## src/rtl/float_div_module.sv

```systemverilog
// Iterative IEEE-754 single-precision divider, Result = A / B (restoring, one quotient bit per cycle).
// Latency: fixed 30 edges from the accepting edge to the return to IDLE; the result is written on edge 29.
// Backpressure: Start_Sig is sampled only in IDLE; requests that arrive while Busy are dropped.
module float_div_module #(
  parameter bit          ROUND_EN  = 1'b1,
  parameter logic [31:0] NAN_VALUE = 32'h7FC00000
) (
  input  logic        CLK,
  input  logic        RST,
  input  logic        Start_Sig,
  input  logic [31:0] A,
  input  logic [31:0] B,
  output logic        Busy,
  output logic [31:0] Result,
  output logic [3:0]  Done_Sig,
  output logic        DivZero
);

  typedef enum logic [2:0] {
    IDLE   = 3'd0,
    UNPACK = 3'd1,
    DIVIDE = 3'd2,
    NORM   = 3'd3,
    PACK   = 3'd4,
    DONE   = 3'd5
  } state_t;

  state_t state;
  state_t state_nxt;

  // Operands as captured on the accepting edge
  logic [31:0]       a_reg;
  logic [31:0]       b_reg;

  // Unpacked operands
  logic              sign;
  logic              a_zero;
  logic              b_zero;
  logic [23:0]       m_b;
  logic signed [9:0] exp_e;

  // Division state
  logic [25:0]       rem;
  logic [25:0]       quo;
  logic [4:0]        cnt;

  // Normalised quotient
  logic [22:0]       frac;
  logic              rbit;
  logic signed [9:0] exp_n;

  // Combinational helpers
  logic              a_is_zero;
  logic              b_is_zero;
  logic [23:0]       m_a_unp;
  logic [23:0]       m_b_unp;
  logic signed [9:0] exp_unp;
  logic              rem_ge;
  logic [25:0]       rem_sub;
  logic [23:0]       frac_rnd;
  logic signed [9:0] exp_r;
  logic [31:0]       pack_result;
  logic              pack_over;
  logic              pack_under;
  logic              pack_zero;
  logic              pack_dz;

  // State register; reset aborts any operation in flight
  always_ff @(posedge CLK or posedge RST) begin
    if (RST) begin
      state <= IDLE;
    end else begin
      state <= state_nxt;
    end
  end

  // Next-state logic: fixed sequence, DIVIDE runs until the bit counter reaches 0
  always_comb begin
    state_nxt = state;
    case (state)
      IDLE:    if (Start_Sig) state_nxt = UNPACK;
      UNPACK:  state_nxt = DIVIDE;
      DIVIDE:  if (cnt == 5'd0) state_nxt = NORM;
      NORM:    state_nxt = PACK;
      PACK:    state_nxt = DONE;
      DONE:    state_nxt = IDLE;
      default: state_nxt = IDLE;
    endcase
  end

  // Unpack: denormals (exponent field 0) flush to a zero mantissa
  always_comb begin
    a_is_zero = (a_reg[30:23] == 8'd0);
    b_is_zero = (b_reg[30:23] == 8'd0);
    m_a_unp   = a_is_zero ? 24'd0 : {1'b1, a_reg[22:0]};
    m_b_unp   = b_is_zero ? 24'd0 : {1'b1, b_reg[22:0]};
    exp_unp   = $signed({2'b00, a_reg[30:23]}) - $signed({2'b00, b_reg[30:23]}) + 10'sd127;
  end

  // One restoring-division step: trial subtract, keep on success, then shift
  always_comb begin
    rem_ge  = (rem >= {2'b00, m_b});
    rem_sub = rem_ge ? (rem - {2'b00, m_b}) : rem;
  end

  // Rounding and result selection; zero/div-zero cases override the datapath value
  always_comb begin
    frac_rnd = {1'b0, frac};
    if (ROUND_EN && rbit) begin
      frac_rnd = frac_rnd + 24'd1;
    end
    exp_r = exp_n;
    if (frac_rnd[23]) begin
      exp_r = exp_n + 10'sd1;
    end
    pack_result = {sign, exp_r[7:0], frac_rnd[22:0]};
    pack_over   = 1'b0;
    pack_under  = 1'b0;
    pack_zero   = 1'b0;
    pack_dz     = 1'b0;
    if (a_zero && b_zero) begin
      pack_result = NAN_VALUE;
      pack_dz     = 1'b1;
      pack_zero   = 1'b1;
    end else if (b_zero) begin
      pack_result = {sign, 8'hFF, 23'd0};
      pack_dz     = 1'b1;
    end else if (a_zero) begin
      pack_result = {sign, 31'd0};
      pack_zero   = 1'b1;
    end else if (exp_r >= 10'sd255) begin
      pack_result = {sign, 8'hFF, 23'd0};
      pack_over   = 1'b1;
    end else if (exp_r <= 10'sd0) begin
      pack_result = {sign, 31'd0};
      pack_under  = 1'b1;
    end
  end

  // Datapath and output registers, advanced according to the current state
  always_ff @(posedge CLK or posedge RST) begin
    if (RST) begin
      a_reg    <= 32'd0;
      b_reg    <= 32'd0;
      sign     <= 1'b0;
      a_zero   <= 1'b0;
      b_zero   <= 1'b0;
      m_b      <= 24'd0;
      exp_e    <= 10'sd0;
      rem      <= 26'd0;
      quo      <= 26'd0;
      cnt      <= 5'd0;
      frac     <= 23'd0;
      rbit     <= 1'b0;
      exp_n    <= 10'sd0;
      Busy     <= 1'b0;
      Result   <= 32'd0;
      Done_Sig <= 4'd0;
      DivZero  <= 1'b0;
    end else begin
      case (state)
        IDLE: begin
          if (Start_Sig) begin
            a_reg    <= A;
            b_reg    <= B;
            Busy     <= 1'b1;
            Done_Sig <= 4'd0;
            DivZero  <= 1'b0;
          end
        end
        UNPACK: begin
          sign   <= a_reg[31] ^ b_reg[31];
          a_zero <= a_is_zero;
          b_zero <= b_is_zero;
          m_b    <= m_b_unp;
          exp_e  <= exp_unp;
          rem    <= {2'b00, m_a_unp};
          quo    <= 26'd0;
          cnt    <= 5'd25;
        end
        DIVIDE: begin
          // Quotient bits arrive MSB first, so shifting in from the LSB lands bit k at Q[k]
          quo <= {quo[24:0], rem_ge};
          rem <= rem_sub << 1;
          cnt <= cnt - 5'd1;
        end
        NORM: begin
          if (quo[25]) begin
            frac  <= quo[24:2];
            rbit  <= quo[1];
            exp_n <= exp_e;
          end else begin
            frac  <= quo[23:1];
            rbit  <= quo[0];
            exp_n <= exp_e - 10'sd1;
          end
        end
        PACK: begin
          Result   <= pack_result;
          Done_Sig <= {pack_over, pack_under, pack_zero, 1'b1};
          DivZero  <= pack_dz;
        end
        DONE: begin
          Done_Sig[0] <= 1'b0;
          Busy        <= 1'b0;
        end
        default: begin
          Busy <= 1'b0;
        end
      endcase
    end
  end

endmodule
```

## config.mk

```make
export PLATFORM = sky130hd
export DESIGN_NAME = float_div_module
export DESIGN_NICKNAME = d
export VERILOG_FILES = /design/src/rtl/float_div_module.sv
export SDC_FILE = /design/constraint.sdc
export NUM_CORES = 1
export LEC_CHECK = 0
export ABC_AREA = 1
export CORE_ASPECT_RATIO = 1.2
export CORE_MARGIN = 5
export CORE_UTILIZATION = 45
export DETAILED_ROUTE_END_ITERATION = 6
export PLACE_DENSITY_LB_ADDON = 0.12
export RECOVER_POWER = 25
export SLEW_MARGIN = 15
export SYNTH_ARGS = -nofsm -noshare
export SYNTH_HDL_FRONTEND = slang
export SYNTH_SLANG_ARGS = --single-unit
```

## constraint.sdc

```tcl
create_clock -name CLK -period 25.5 [get_ports CLK]
set_clock_uncertainty 0.2 [all_clocks]
set_input_delay 5.1 -clock CLK [delete_from_list [all_inputs] [get_ports CLK]]
set_output_delay 5.1 -clock CLK [all_outputs]
set_load 0.02 [all_outputs]
```

After elaboration in Yosys (flattened, before gate mapping)
Index checks and enable logic that the tools add are counted.
{"block": "totals", "ff_bits": 233, "in_bits": 67}
{"block": "classes", "add_sub_neg": 7, "magnitude_cmp": 3, "n_eq_ne": 7, "mux": 40, "n_bitwise": 2, "reduce_logical": 14}
{"op": "31-bit two-way mux", "count": 4}
{"op": "26-bit one-hot mux with 2 select lines", "count": 2}
{"op": "24-bit two-way mux", "count": 3}
{"op": "32-bit two-way mux", "count": 1}
{"op": "26-bit by 24-bit greater-or-equal comparator with 1-bit output", "count": 1}
{"op": "25-bit two-way mux", "count": 1}
{"op": "25-bit by 24-bit subtractor with 25-bit output", "count": 1}
{"op": "23-bit by 1-bit adder with 24-bit output, second input constant", "count": 1}
{"op": "23-bit two-way mux", "count": 1}
{"op": "10-bit two-way mux", "count": 2}
{"op": "1-bit two-way mux", "count": 17}
{"op": "8-bit zero test", "count": 2}
{"op": "3-bit one-hot mux with 5 select lines", "count": 1}
{"op": "10-bit by 2-bit adder with 10-bit output, second input constant", "count": 1}
{"op": "9-bit by 8-bit adder with 10-bit output, second input constant", "count": 1}
{"op": "10-bit by 9-bit greater-or-equal comparator with 1-bit output, second input constant", "count": 1}
{"op": "10-bit by 1-bit less-or-equal comparator with 1-bit output, second input constant", "count": 1}
{"op": "5-bit one-hot mux with 2 select lines", "count": 1}
{"op": "2-bit AND reduction", "count": 5}
{"op": "10-bit by 2-bit subtractor with 10-bit output, second input constant", "count": 1}
{"op": "8-bit by 8-bit subtractor with 9-bit output", "count": 1}
{"op": "3-bit by 2-bit == test with 1-bit output, second input constant", "count": 2}
{"op": "3-bit == test, second input constant", "count": 2}
{"op": "3-bit two-way mux", "count": 2}
{"op": "15 further kinds", "count": 18}

Depth between registers and ports, before layout
Gate-level depths: netlist of the first run.
{"block": "depth", "ltp_word": 10, "depth_mapped": 16, "ltp_nobuf": 16}

Least setup slack after synthesis of the first run
Ideal clock, no wire load.
{"block": "synth_path", "path_type": "input -> register", "startpoint": "in Start_Sig", "endpoint": "reg b_reg[24]", "setup_time_ns": 0.132, "t_arrival_ns": 5.893, "setup_slack_ns": 19.276, "stages": 5, "path_buffers": 2, "cell_sequence": "nand3_1 > inv_1 > clkbuf_1 > clkbuf_1 > o21ai_0"}
{"block": "synth_via", "elab_chain_len": 1}
{"item": "start, declared", "line_no": "10", "text": "input logic Start_Sig,"}
{"item": "2-bit AND reduction (no source line)"}
{"item": "end signal, assigned", "line_no": "144", "text": "b_reg <= 32'd0;"}
{"item": "end signal, assigned", "line_no": "165", "text": "b_reg <= B;"}
{"item": "end, declared", "line_no": "33", "text": "logic [31:0] b_reg;"}
No other way between the ends.
A chain may end at the register's enable or synchronous reset.

Final worst setup path of the first run
{"block": "layout_path", "startpoint": "reg Done_Sig[0]", "endpoint": "out Done_Sig[0]"}
{"item": "start, declared", "line_no": "15", "text": "output logic [3:0] Done_Sig,"}
{"item": "start signal, assigned", "line_no": "200", "text": "Done_Sig <= {pack_over, pack_under, pack_zero, 1'b1};"}
No word-level cell between the ends.

==> summary.md, run 1 <==
| Metric | Value |
|---|---|
| Compound-Gate Fraction of Synth Area | 12.3% |
| CP max FO | 2 |
| Worst-path clk slew | 0.06 ns |
| Failing checks | capacitance limit, slew limit |
| Initial antenna violation count | 0 |
| CTS tree | yes |
| Share of post-route cells with drive strength above 1 | 4.17% |
| WP buf/inv | 1 |
| CTS resizes | 0 |
| CP Data Required Time | 20.20 ns |
| Tmin final | 6.84 ns |
| Slowest-stage cell, CP | clkdlybuf4s50_1 |
| Top cell type's share of synthesized area | 45.6% |
| Power per standard cell area | 135 mW/mm^2 |
| Reg power frac | 29.8% |
| Clock Latency Late Sink | 0.52 ns |
| Row count | 67 |
| Congestion Overflow GR | 0 |
| Worst reg2reg path depth | 11 |
| Delay-heaviest family, CP | buffers and inverters |
| Fin Setup TNS | 0 ns |
| Total track usage | 20.1% |
| Antenna Cells | 0 |
| Syn_area_per_cell | 7.71 sq um |
| Global routing's busiest layer | met2 |
| DRT Pass-1 Iters | 4 |
| Clock power frac | 19.0% |
| Port Buffers | 104 |
| DRC Markers | 0 |
| Met2 usage | 37.1% |
| Adder-Cell Fraction of Synth Area | 4.03% |
| Crit path to | Done_Sig[0] |
| XOR/XNOR Fraction of Synth Area | 3.62% |
| Top FF cell, synth | dfrtp_1 |
| Cells after Synth | 1659 |
| Layout Area Growth over Synthesis | 16.7% |
| Largest family of logic cells by synthesized area | simple AND/OR/NAND/NOR gates |
| # clock sinks | 233 |
| Simple-gate share of the synthesized area | 26.4% |
| Fillers | 2808 |
| YS warnings | 0 |
| Met1 Use GR | 23.9% |
| Hpwl dp | 22900 um |
| CTS max path bufs | 3 |
| Stages on the worst setup path | 1 |
| FFs w/ async S/R, synth | 100% |
| Drt via density | 5.07 |
| Period utilisation layout | 26.8% |
| Critical Path Start Type | register |
| Worst-Margin Slew | 2.20 ns |
| Switch Pwr | 900 uW |
| Logic pwr share | 51.2% |
| Max_slew headroom | -46.6% |
| RSZ-0062 raised after global routing | false |
| Number of setup violations in the final report | 0 |
| Root Buffer | clkbuf_16 |
| Cell chain of the critical path | clkdlybuf4s50_1 |
| Worst min path class | reg2reg |
| Post-synthesis sequential area ratio | 45.6% |
| Cell area after synthesis | 0.0128 sq mm |
| Largest net degree at the start of global routing | 134 |
| Outcome | finished, violations left |
| Post-synthesis register bit count | 233 |
| Worst setup EP type | output port |
| Die width | 164 um |
| DR vias | 10780 |
| R2r setup slk | 21.11 ns |
| 1st-iter DRT viols | 611 |
| EDFF count, synth | 0 |
| Number of global-route vias before repair | 10835 |
| Leak | 0.00702 uW |
| Post-CTS Setup Bufs | 0 |
| Hold buffers post-CTS | 0 |
| First-pass GRT wire length | 53200 um |
| Worst r2r src | frac[14]$_DFFE_PP0N_ |
| DR WL/cell | 14.8 um |
| Max-slew violation count | 191 |
| Switching part of the total power | 44.5% |
| ANT nets after route | 0 |
| Max VDD drop | 0.0000831 V |
| Top area cells in the synthesized netlist | dfrtp_1 (46%), nand2_1 (15%), inv_1 (5.5%) |
| Syn Nets | 1766 |
| Fin. Hold Viols | 0 |
| Final wirelength | 31500 um |
| Routability congestion estimate | 0.932 |
| Core ar. | 0.0280 sq mm |
| MaxCap Viol Count | 4 |
| CP peak stage delay | 0.63 ns |
| Yosys cell types | 42 |
| Power Total | 2020 uW |
| Mux contribution to synthesized area | 0% |
| Internal power | 1120 uW |
| Die area | 0.0319 sq mm |
| H-tree levels | 1 |
| Maximum clock frequency | 0.146 GHz |
| Crit path DAT | 1.54 ns |
| Reg2reg end | Result[9]$_DFFE_PP0P_ |
| Synth area leader | dfrtp_1 |
| Met3 usage | 2.58% |
| # nets final | 1842 |
| Boundary Pins | 105 |
| WS Path Type | reg2out |
| Total CTS buffers | 26 |
| Crit path from | Done_Sig[0]$_DFFE_PP0P_ |
| Chip Height | 195 um |
| Initial Utilization | 45.7% |
[worst min path at each step]
stage	from	end	slack, ns	cells after the start
after floorplan	a_reg[10]$_DFFE_PP0P_	a_reg[10]$_DFFE_PP0P_	0.24	2
after global placement	DivZero$_DFFE_PP0P_	DivZero$_DFFE_PP0P_	0.25	2
after detailed placement	a_reg[9]$_DFFE_PP0P_	a_reg[9]$_DFFE_PP0P_	0.26	2
after CTS	a_reg[9]$_DFFE_PP0P_	a_reg[9]$_DFFE_PP0P_	0.28	2
after global routing	a_reg[7]$_DFFE_PP0P_	a_reg[7]$_DFFE_PP0P_	0.30	2
final	a_reg[9]$_DFFE_PP0P_	a_reg[9]$_DFFE_PP0P_	0.27	2
[per-stage QoR]
step	utilization, %	std cells	hold slack (ns)	cell area [sq um]	setup slack, ns
floorplan	-	1659	0.244	12800	13.81
global placement	50.3	2086	0.254	14100	18.24
detailed placement	50.3	2086	0.260	14100	18.20
CTS	53.5	2128	0.276	15000	18.65
global route	53.3	2128	0.296	14900	18.55
finish	53.3	2128	0.271	14900	18.66
[power groups by stage]
stage                     Sequential, uW  Clock (uW)  Combinational (uW)
after floorplan                      600           0                 780
after global placement               605           0                1030
after detailed placement             608           0                1040
after CTS                            603         394                1050
after global routing                 620         411                1200
final                                602         384                1040
[cell type report]
cell class	instances	area [sq um]	area share [%]
multi-input combinational	1166	5890	39.5
sequential	233	5830	39.1
timing repair buffer	116	1120	7.48
clock buffer	34	762	5.11
inverter	192	728	4.88
tap	379	474	3.18
clock inverter	8	120	0.805
[synthesized netlist by cell type (5+ instances only)]
cell type  instances
xor2_1            36
buf_6              6
nand3_1           97
xnor2_1           15
nand3_2            5
nor2_1           100
o21ai_1           20
a21oi_1           42
ha_1              38
o22ai_1           26
o21bai_1           7
nand3b_1           9
nand4_1           32
nor2_2             6
nand2_2            9
nand2_1          512
dfrtp_1          233
nor4_1             6
o211ai_1          20
clkbuf_1          49
inv_1            188
o21ai_0          118
nor3_1            15
buf_1              8
a31oi_1           13
a22oi_1           16
[layout by cell type (no fill, tap or decap), drive strengths merged, types with 2 or more instances in the layout]
cell / instances
nand2: 521
dfrtp: 233
inv: 191
o21ai: 139
nor2: 109
clkdlybuf4s50: 104
nand3: 102
a21oi: 42
ha: 38
clkbuf: 38
xor2: 37
nand4: 32
o22ai: 26
o211ai: 20
a22oi: 16
nor3: 16
xnor2: 15
a31oi: 13
nand3b: 9
buf: 8
o21bai: 7
nor4: 6
o21a: 4
a21o: 4
clkinv: 4
bufinv: 3
or2: 3
a21boi: 2
fa: 2
clkinvlp: 2
[per-layer routing]
| layer | vias to the layer above | share of wire, % |
|---|---|---|
| met5 | - | 0 |
| met4 | 0 | 3.4 |
| met3 | 60 | 3.5 |
| met2 | 179 | 52 |
| met1 | 4988 | 41 |
| li1 | 5553 | - |
[worst reg2reg max path, delay by kind of cell (launching register included)]
kind	cells	cell delay (ns)
AOI/OAI and AO/OA	1	0.18
and+or+nand+nor	9	2.84
DFF	1	0.44
xor gates and xnor gates	1	0.58
[cells by family (layout without fill, tap and decap cells)]
kind of cell | Yosys count | in the layout
AO/OA/AOI/OAI | 275 | 275
buffers and inverters | 260 | 350
XOR/XNOR | 52 | 52
adder cells (fa/ha/maj) | 40 | 40
flip-flops | 233 | 233
AND/OR/NAND/NOR | 799 | 799
No activity file was read; power rests on OpenSTA's default activity.
==> run 2: changes to the inputs <==
Clock period 25.5 ns to 6.07 ns, I/O delays scaled along.
==> summary.md, run 2 (synthesis results as in run 1) <==
| Metric | Value |
|---|---|
| Most common cell after layout, fill and taps aside | nand2_1 |
| H-tree levels | 1 |
| Max-slew violation count | 149 |
| Initial antenna violation count | 0 |
| Period utilisation layout | 63.9% |
| DP Area | 0.0141 sq mm |
| Leak | 0.00705 uW |
| Clock Latency Late Sink | 0.53 ns |
| Most frequent cells in the layout | nand2_1 (512), dfrtp_1 (233), inv_1 (187) |
| Root Buffer | clkbuf_16 |
| First-pass GRT wire length | 54200 um |
| Die area | 0.0319 sq mm |
| Crit path DAT | 4.05 ns |
| Power per standard cell area | 570 mW/mm^2 |
| CP Data Required Time | 6.24 ns |
| Share of post-route cells with drive strength above 1 | 4.90% |
| Tmin final | 3.88 ns |
| Row count | 67 |
| Critical Path Start Type | register |
| # nets final | 1844 |
| MaxCap Viol Count | 3 |
| Post-CTS Setup Bufs | 0 |
| CTS tree | yes |
| WS Path Type | reg2reg |
| Largest net degree at the start of global routing | 93 |
| Maximum clock frequency | 0.258 GHz |
| CP max FO | 31 |
| Antenna Cells | 0 |
| Core ar. | 0.0280 sq mm |
| CTS resizes | 0 |
| Die width | 164 um |
| Hold buffers post-CTS | 0 |
| Drt via density | 5.08 |
| DRT Pass-1 Iters | 5 |
| Layout Area Growth over Synthesis | 17.5% |
| Number of setup violations in the final report | 0 |
| DRC Markers | 0 |
| CTS max path bufs | 3 |
| ANT nets after route | 0 |
| Finished layout cell area | 0.0150 sq mm |
| DR WL/cell | 15.3 um |
| Worst-path clk slew | 0.06 ns |
| Outcome | finished, violations left |
| Total CTS buffers | 26 |
| Initial Utilization | 45.7% |
| Chip Height | 195 um |
| Worst min path class | reg2reg |
| Hpwl dp | 23800 um |
| Port Buffers | 104 |
| Max VDD drop | 0.000316 V |
| Congestion Overflow GR | 0 |
| Routability congestion estimate | 0.936 |
| RSZ-0062 raised after global routing | false |
| Failing checks | capacitance limit, slew limit |
| DR vias | 10845 |
| Fillers | 2748 |
| Fin Setup TNS | 0 ns |
| Total track usage | 20.7% |
| Fin. Hold Viols | 0 |
| Worst setup EP type | register |
| Worst-Margin Slew | 2.14 ns |
| 1st-iter DRT viols | 645 |
| Boundary Pins | 105 |
| # clock sinks | 233 |
| Final wirelength | 32600 um |
| Max_slew headroom | -42.9% |
| Number of global-route vias before repair | 10734 |
==> run 2: cell types whose count changed in the layout (fill, tap and decap cells not counted), sizes merged <==
cell,before,now
clkbuf,38,37
clkinvlp,2,1
buf,8,11
dlygate4sd3,0,1
clkdlybuf4s50,104,103
clkinv,4,8
bufinv,3,4
==> run 2: through the flow <==
stage	worst slack [ns]	hold slack, ns	instances	util (%)	power [uW]
floorplan	1.61	0.244	1659	-	5800
global placement	2.68	0.254	2088	50.5	6910
detailed placement	2.61	0.260	2088	50.5	6970
CTS	2.74	0.275	2134	53.7	8650
global route	1.91	0.290	2134	53.6	9410
finish	2.19	0.271	2134	53.6	8560
==> run 2: per-layer routing <==
metal  up-vias  share of wire (%)  track usage (%)
li1       5533                  -                -
met1      5070                 41             24.9
met2       201                 53             38.5
met3        41                3.9             2.48
met4         0                2.7             5.75
met5         -                  0                0
==> run 2: worst paths after layout <==
path | start | endpoint | slack (ns) | depth (start not counted)
worst min-delay path | a_reg[4]$_DFFE_PP0P_ | a_reg[4]$_DFFE_PP0P_ | 0.27 | 2
worst min register to register | a_reg[4]$_DFFE_PP0P_ | a_reg[4]$_DFFE_PP0P_ | 0.27 | 2
worst max register to register | state[0]$_DFFE_PP0P_ | rem[4]$_DFFE_PP0P_ | 2.19 | 7
worst max-delay path | state[0]$_DFFE_PP0P_ | rem[4]$_DFFE_PP0P_ | 2.19 | 7
min in group asynchronous | RST | Result[25]$_DFFE_PP0P_ | 1.43 | 2
max in group asynchronous | RST | rem[9]$_DFFE_PP0P_ | 2.85 | 3
==> run 2: layout make-up <==
cell class	instances	area (sq um)	share of cell area, %
flip-flops and latches	233	5830	38.8
well taps	379	474	3.16
inverters	192	722	4.81
multi-input cells	1166	5930	39.5
clock buffers	34	721	4.80
clock inverters	12	179	1.19
repair buffers	118	1160	7.72
==> run 2: power by group <==
group | leakage (uW) | switching (uW) | internal (uW)
Clock | 0.000446 | 629 | 1010
Sequential | 0.00298 | 392 | 2140
Combinational | 0.00362 | 2810 | 1590
Total | 0.00705 | 3830 | 4730
==> run 2: worst max-delay path, stage by stage (launching register included) <==
cell      delay [ns]
dfrtp_1         0.37
nor2_1          0.09
nand2_1         0.06
clkbuf_1        0.97
nand2_1         0.81
buf_4           0.46
inv_1           0.52
a22oi_1         0.20
==> run 3: changes to the inputs <==
Clock period 6.07 ns to 3.5 ns, I/O delays scaled along.
==> summary.md, run 3 (synthesis results as in run 1) <==
| Metric | Value |
|---|---|
| Outcome | finished, violations left |
| Failing checks | capacitance limit, slew limit |
| Critical Path Start Type | register |
| Finished layout cell area | 0.0151 sq mm |
| Power per standard cell area | 990 mW/mm^2 |
| Max VDD drop | 0.000644 V |
| Congestion Overflow GR | 0 |
| Hpwl dp | 25000 um |
| CP max FO | 21 |
| Initial antenna violation count | 1 |
| Total track usage | 21.0% |
| Initial Utilization | 45.7% |
| # clock sinks | 233 |
| CTS resizes | 0 |
| Maximum clock frequency | 0.342 GHz |
| Die width | 164 um |
| CTS max path bufs | 3 |
| ANT nets after route | 0 |
| Number of setup violations in the final report | 0 |
| First-pass GRT wire length | 54800 um |
| Worst-Margin Slew | 1.67 ns |
| 1st-iter DRT viols | 556 |
| RSZ-0062 raised after global routing | false |
| Clock Latency Late Sink | 0.54 ns |
| DR WL/cell | 15.4 um |
| Largest net degree at the start of global routing | 59 |
| DR vias | 10918 |
| Max_slew headroom | -11.7% |
| Root Buffer | clkbuf_16 |
| CP Data Required Time | 3.75 ns |
| DRC Markers | 0 |
| DRT Pass-1 Iters | 5 |
| Die area | 0.0319 sq mm |
| Fin. Hold Viols | 0 |
| Share of post-route cells with drive strength above 1 | 5.81% |
| Power Total | 15000 uW |
| Port Buffers | 104 |
| Chip Height | 195 um |
| Drt via density | 5.07 |
| DP Area | 0.0143 sq mm |
| Period utilisation layout | 83.6% |
| Hold buffers post-CTS | 0 |
| Number of global-route vias before repair | 10947 |
| Max-slew violation count | 29 |
| Core ar. | 0.0280 sq mm |
| # nets final | 1859 |
| Routability congestion estimate | 0.928 |
| Row count | 67 |
| CTS tree | yes |
| MaxCap Viol Count | 1 |
| H-tree levels | 1 |
| Crit path DAT | 3.17 ns |
| Boundary Pins | 105 |
| Most common cell after layout, fill and taps aside | nand2_1 |
| Leak | 0.00712 uW |
| Post-CTS Setup Bufs | 0 |
| Total CTS buffers | 26 |
| Final wirelength | 33100 um |
| Tmin final | 2.92 ns |
| Worst setup EP type | register |
| WS Path Type | reg2reg |
| Worst-path clk slew | 0.06 ns |
| Most frequent cells in the layout | nand2_1 (512), dfrtp_1 (233), inv_1 (186) |
| Layout Area Growth over Synthesis | 18.4% |
| Worst min path class | reg2reg |
-- run 3: changes by cell type in the layout (fill, tap and decap cells not counted), sizes merged --
cell / before / now
diode: 0 / 1
clkinv: 8 / 9
clkinvlp: 1 / 3
clkbuf: 37 / 39
bufinv: 4 / 3
buf: 11 / 24
-- run 3: layout make-up --
class,instances,area (sq um)
multi-input combinational,1166,5930
clock buffer,34,722
timing repair buffer,133,1290
antenna,1,2.50
clock inverter,14,161
inverter,192,722
sequential,233,5830
tap,379,474
fill,2835,12900
-- run 3: path summary, 6_finish.rpt --
check	depth (start not counted)	start	slack (ns)	to
setup / recovery	14	m_b[0]$_DFFE_PP0P_	0.58	rem[22]$_DFFE_PP0P_
hold / removal	2	a_reg[10]$_DFFE_PP0P_	0.27	a_reg[10]$_DFFE_PP0P_
setup reg to reg	14	m_b[0]$_DFFE_PP0P_	0.58	rem[22]$_DFFE_PP0P_
hold reg to reg	2	a_reg[10]$_DFFE_PP0P_	0.27	a_reg[10]$_DFFE_PP0P_
max in group asynchronous	3	RST	0.62	rem[10]$_DFFE_PP0P_
min in group asynchronous	2	RST	0.82	Result[26]$_DFFE_PP0P_
-- run 3: report_power, final --
group	internal, uW	switching, uW
Combinational	2820	4950
Sequential	3710	708
Clock	1680	1130
-- run 3: critical path, stage by stage (launching register included) --
cell	delay (ns)
dfrtp_1	0.38
ha_1	0.22
fa_1	0.40
o21ai_1	0.33
nand2_1	0.08
nand2_1	0.16
nand2_1	0.07
nand2_1	0.13
nand3_2	0.09
nand3_1	0.11
buf_4	0.24
nand2_1	0.12
nand2_1	0.09
nand2_1	0.05
a22oi_1	0.13
-- run 3: metrics by stage --
stage / hold slack [ns] / util, % / TNS [ns] / setup WS (ns) / std cells
finish: 0.270 / 54.0 / 0 / 0.575 / 2152
global route: 0.287 / 54.0 / 0 / 0.249 / 2152
CTS: 0.276 / 54.2 / 0 / 0.558 / 2151
detailed placement: 0.260 / 51.0 / 0 / 0.571 / 2103
global placement: 0.257 / 51.0 / 0 / 0.666 / 2103
floorplan: 0.244 / - / -104.83 / -0.450 / 1659
-- run 3: routing by layer --
metal | up-vias | track usage, % | part of all wire (%)
li1 | 5567 | - | -
met1 | 5073 | 24.7 | 40
met2 | 210 | 39.3 | 52
met3 | 68 | 2.50 | 3.9
met4 | 0 | 6.77 | 3.3
met5 | - | 0 | 0
==> variant 1 (settings of run 3) <==
Change the parameter `NAN_VALUE` from 32'h7FC00000 to 32'h40000000.
--- a/src/rtl/float_div_module.sv
+++ b/src/rtl/float_div_module.sv
@@ -4,5 +4,5 @@
 module float_div_module #(
   parameter bit          ROUND_EN  = 1'b1,
-  parameter logic [31:0] NAN_VALUE = 32'h7FC00000
+  parameter logic [31:0] NAN_VALUE = 32'h40000000
 ) (
   input  logic        CLK,
Check against the original RTL: same outputs for any inputs over 10 cycles, from zero or initial values and one cycle with RST high; that may be too few to reach the edited logic, so the function may still have changed.
==> variant 1 against run 3 <==
  * The run still ends with max-capacitance violations, max-slew violations left
  * Sequential cell count is the same
  * Wire length grew 0.23%
  * Setup slack lost 0.049 ns
  * Non-clock buffer count shrank 6
  * Final cell count is essentially flat
  * Total power grew 0.16%
  * Via count is essentially flat
  * Area after synthesis grew 0.23%
  * Worst hold slack is essentially flat
  * Final area shrank 0.85%
  * Synthesized cell count grew 0.90%
  * Combinational power grew 3.7%
  * Critical endpoint unchanged
  * Largest cell class unchanged
  * Highest routed layer unchanged
==> variant 1: results (changes against run 3) <==
| Metric | Value |
|---|---|
| Slew headroom | -0.0855 (+0.0316) |
| # fillers | 2866 (+1.1%) |
| Critical path arrival | 3.21 ns (+0.04 ns) |
| Status | finished, violations left |
| Critical path fanouts, max | 17 (-19%) |
| Initial DRC count | 607 (+9.2%) |
| Leakage Power | 7.25 nW (+1.9%) |
| Slew Viols, Final | 118 (+310%) |
| Metal2 WL | 17.1 mm (-1.5%) |
| Yosys cell types | 47 (+12%) |
| WL met1 | 13.9 mm (+3.7%) |
| Sequential element share of the synthesized area | 0.455 (-0.00107) |
| Max-Cap Viols | 1 (unchanged) |
| Wire length on met3 | 1.06 mm (-17%) |
| HP Start | a_reg[3] |
| HPWL Detailed | 24.5 mm (-1.8%) |
| Violated checks | max-capacitance violations, max-slew violations |
| Synth cell count leaders | 509 x nand2_1, 233 x dfrtp_1, 187 x inv_1, 121 x nand3_1, 120 x o21ai_0 |
| Layout cell share with drive strength beyond 1 | 0.0508 (-0.00734) |
| GR Util All Layers | 0.209 (-0.000500) |
| Synth Net Count | 1781 (+0.85%) |
| CTS Buf Count | 24 (-7.7%) |
| R2R depth | 12 (-2) |
| Final GP Congestion | 0.939 (+1.1%) |
| Worst IR Drop VDD | 0.477 mV (-26%) |
| Final net count | 1862 (+0.16%) |
| Antenna violations before repair | 0 (-1) |
| Vias in the first global route | 10800 (-1.7%) |
| Avg WL per Cell | 15.4 um (+0.28%) |
variant 1: cell count changes in the layout (fill, tap and decap cells not counted), sizes merged, moves of 4 or more:
cell    change
nand3      +22
nand4      +14
o21ai      -10
o211ai      -9
nor2        +8
nand2       -5
o21bai      -5
buf         -4
variant 1: logic make-up after synthesis:
group	after synthesis	synth area share
buf+inv	265	0.0809
simple gates	832	0.278
fa+ha+maj	40	0.0402
compound gates	258	0.114
xor+xnor	46	0.0320
flops	233	0.455
variant 1: where the power goes:
group,internal [W],switching [W]
logic,0.00290,0.00515
clock network,0.00150,0.00102
registers,0.00375,0.000685
total,0.00815,0.00685
variant 1: tightest hold or removal path: stages, from the launching register on:
cell and delay [ns]:
dfrtp_1 0.34, nand2_1 0.05, nand2_1 0.05
variant 1: through the flow:
step | setup slack, ns | total power, W | instances | area [um2]
6_report | 0.526 | 0.0150 | 2151 | 15000
5_1_grt | 0.349 | 0.0165 | 2151 | 15000
4_1_cts | 0.539 | 0.0151 | 2151 | 15000
3_5_place_dp | 0.541 | 0.0125 | 2108 | 14200
3_3_place_gp | 0.660 | 0.0125 | 2108 | 14200
2_1_floorplan | -0.450 | 0.0103 | 1674 | 12800
variant 1: worst max path at each step:
| stage | start | endpoint | slack [ns] | cells after the start |
|---|---|---|---|---|
| 2_1_floorplan | RST | Busy | -0.45 | 1 |
| 3_3_place_gp | m_b[0] | rem[21] | 0.66 | 12 |
| 3_5_place_dp | m_b[0] | rem[22] | 0.54 | 12 |
| 4_1_cts | m_b[0] | rem[22] | 0.54 | 12 |
| 5_1_grt | m_b[0] | rem[22] | 0.35 | 12 |
| 6_report | m_b[0] | rem[22] | 0.53 | 12 |
variant 1: cell type report:
cell class | instances | area, um2 | area share
clock buffers | 36 | 727 | 0.0485
repair buffers | 127 | 1230 | 0.0821
clock inverters | 7 | 62.6 | 0.00417
multi-input cells | 1176 | 5950 | 0.397
flip-flops and latches | 233 | 5830 | 0.389
well taps | 379 | 474 | 0.0316
inverters | 193 | 726 | 0.0484
variant 1: metal layers:
metal / global-route usage / vias up
met3: 0.0201 / 57
met1: 0.255 / 5069
met5: 0 / -
met2: 0.384 / 190
met4: 0.0705 / 0
li1: - / 5606
==> variant 2 (config.mk and constraints of run 3) <==
Without the edit above. Reset style: synchronous (`RST`), changed in 2 clocked blocks.
--- a/src/rtl/float_div_module.sv
+++ b/src/rtl/float_div_module.sv
@@ -67,5 +67,5 @@
 
   // State register; reset aborts any operation in flight
-  always_ff @(posedge CLK or posedge RST) begin
+  always_ff @(posedge CLK) begin
     if (RST) begin
       state <= IDLE;
@@ -139,5 +139,5 @@
 
   // Datapath and output registers, advanced according to the current state
-  always_ff @(posedge CLK or posedge RST) begin
+  always_ff @(posedge CLK) begin
     if (RST) begin
       a_reg    <= 32'd0;
Check against the original RTL: differs if RST is asserted again (counterexample within 4 cycles, from zero or initial values and one cycle with RST high); with RST held inactive, the same outputs for 10 cycles.
==> variant 2 against run 3 <==
  * Via count increased by 3.0%
  * Wire length decreased by 1.9%
  * Sequential cell count unchanged
  * Die area decreased by 5.4%
  * Sequential power decreased by 16%
  * Area after synthesis decreased by 5.7%
  * Final cell count increased by 1.1%
  * Total power increased by 3.4%
  * Setup slack got worse by 0.13 ns
  * Final area decreased by 6.7%
  * Non-clock buffer count decreased by 8
  * Highest routed layer unchanged
==> variant 2: results (changes against run 3) <==
| Metric | Value |
|---|---|
| Worst Hold End | a_reg[13] |
| Cell internal pwr | 0.00798 W (-2.7%) |
| Area contributors post-synth | dfxtp_1 39%, nand2_1 12%, a21oi_1 9.0% |
| Post-Syn Area per Cell | 6.86 um2 (-11%) |
| Worst IR Drop VDD | 1.60 mV (+150%) |
| Placed Instances | 2131 (+1.3%) |
| XOR/XNOR Fraction of Synth Area | 0.0385 (+0.00228) |
| Layout cell share with drive strength beyond 1 | 0.0446 (-0.0136) |
| Reg2Reg Setup Slack | 0.45 ns (-0.13 ns) |
| Vias in the first global route | 10600 (-3.5%) |
| Final GP Congestion | 0.935 (+0.68%) |
| Via/cell ratio | 5.17 (+1.9%) |
| WL met1 | 13.8 mm (+3.4%) |
| Antenna cells | 0 (-1) |
| GR Util All Layers | 0.209 (-0.00116) |
| Clk pwr share | 0.168 (-0.019) |
| Synth cell count leaders | 401 x nand2_1, 233 x dfxtp_1, 216 x a21oi_1, 183 x inv_1, 150 x o21ai_0 |
| Sequential element share of the synthesized area | 0.387 (-0.0693) |
| Largest stage delay, worst path | 0.44 ns (+0.04 ns) |
| Initial DRC count | 579 (+4.1%) |
| First-pass GRT wire length | 53.3 mm (-2.9%) |
| Power of the combinational group | 0.00920 W (+19%) |
| HPWL Detailed | 23.9 mm (-4.3%) |
| Adder-cell share of the synthesized area | 0.0427 (+0.00242) |
| GR Layer Usage met3 | 0.0237 (-0.00127) |
| Largest net degree at the start of global routing | 96 (+63%) |
| Asr flop ratio synth | 0 (-1.00) |
| Yosys cell types | 46 (+9.5%) |
| Worst Setup SP | rem[0] |
| Worst skew pair latency | 0.52 ns (-0.02 ns) |
| Status | finished clean |
| Pre-antenna DRT Iters | 4 (-1) |
| Final WL | 32.5 mm (-1.9%) |
==> variant 2: stage by stage <==
step	total power (W)	hold slack [ns]	instance area [um2]	worst slack [ns]	utilization
after detailed placement	0.0128	0.240	13300	0.524	0.507
final	0.0155	0.246	14100	0.448	0.536
after CTS	0.0156	0.249	14100	0.499	0.537
after floorplan	0.0105	0.225	12100	0.886	-
after global placement	0.0129	0.236	13300	0.618	0.507
after global routing	0.0169	0.273	14100	0.116	0.536
==> variant 2: kinds of logic after synthesis <==
group	Yosys count
AND/OR/NAND/NOR	712
AO/OA/AOI/OAI	438
buffers and inverters	281
flip-flops	233
XOR/XNOR	53
adder cells (fa/ha/maj)	40
==> variant 2: area by class of cell <==
class | instances | area (um2)
timing repair buffer | 125 | 1210
tap | 335 | 419
clock buffer | 38 | 714
sequential | 233 | 4660
clock inverter | 6 | 86.3
multi-input combinational | 1243 | 6290
inverter | 195 | 732
fill | 2671 | 12200
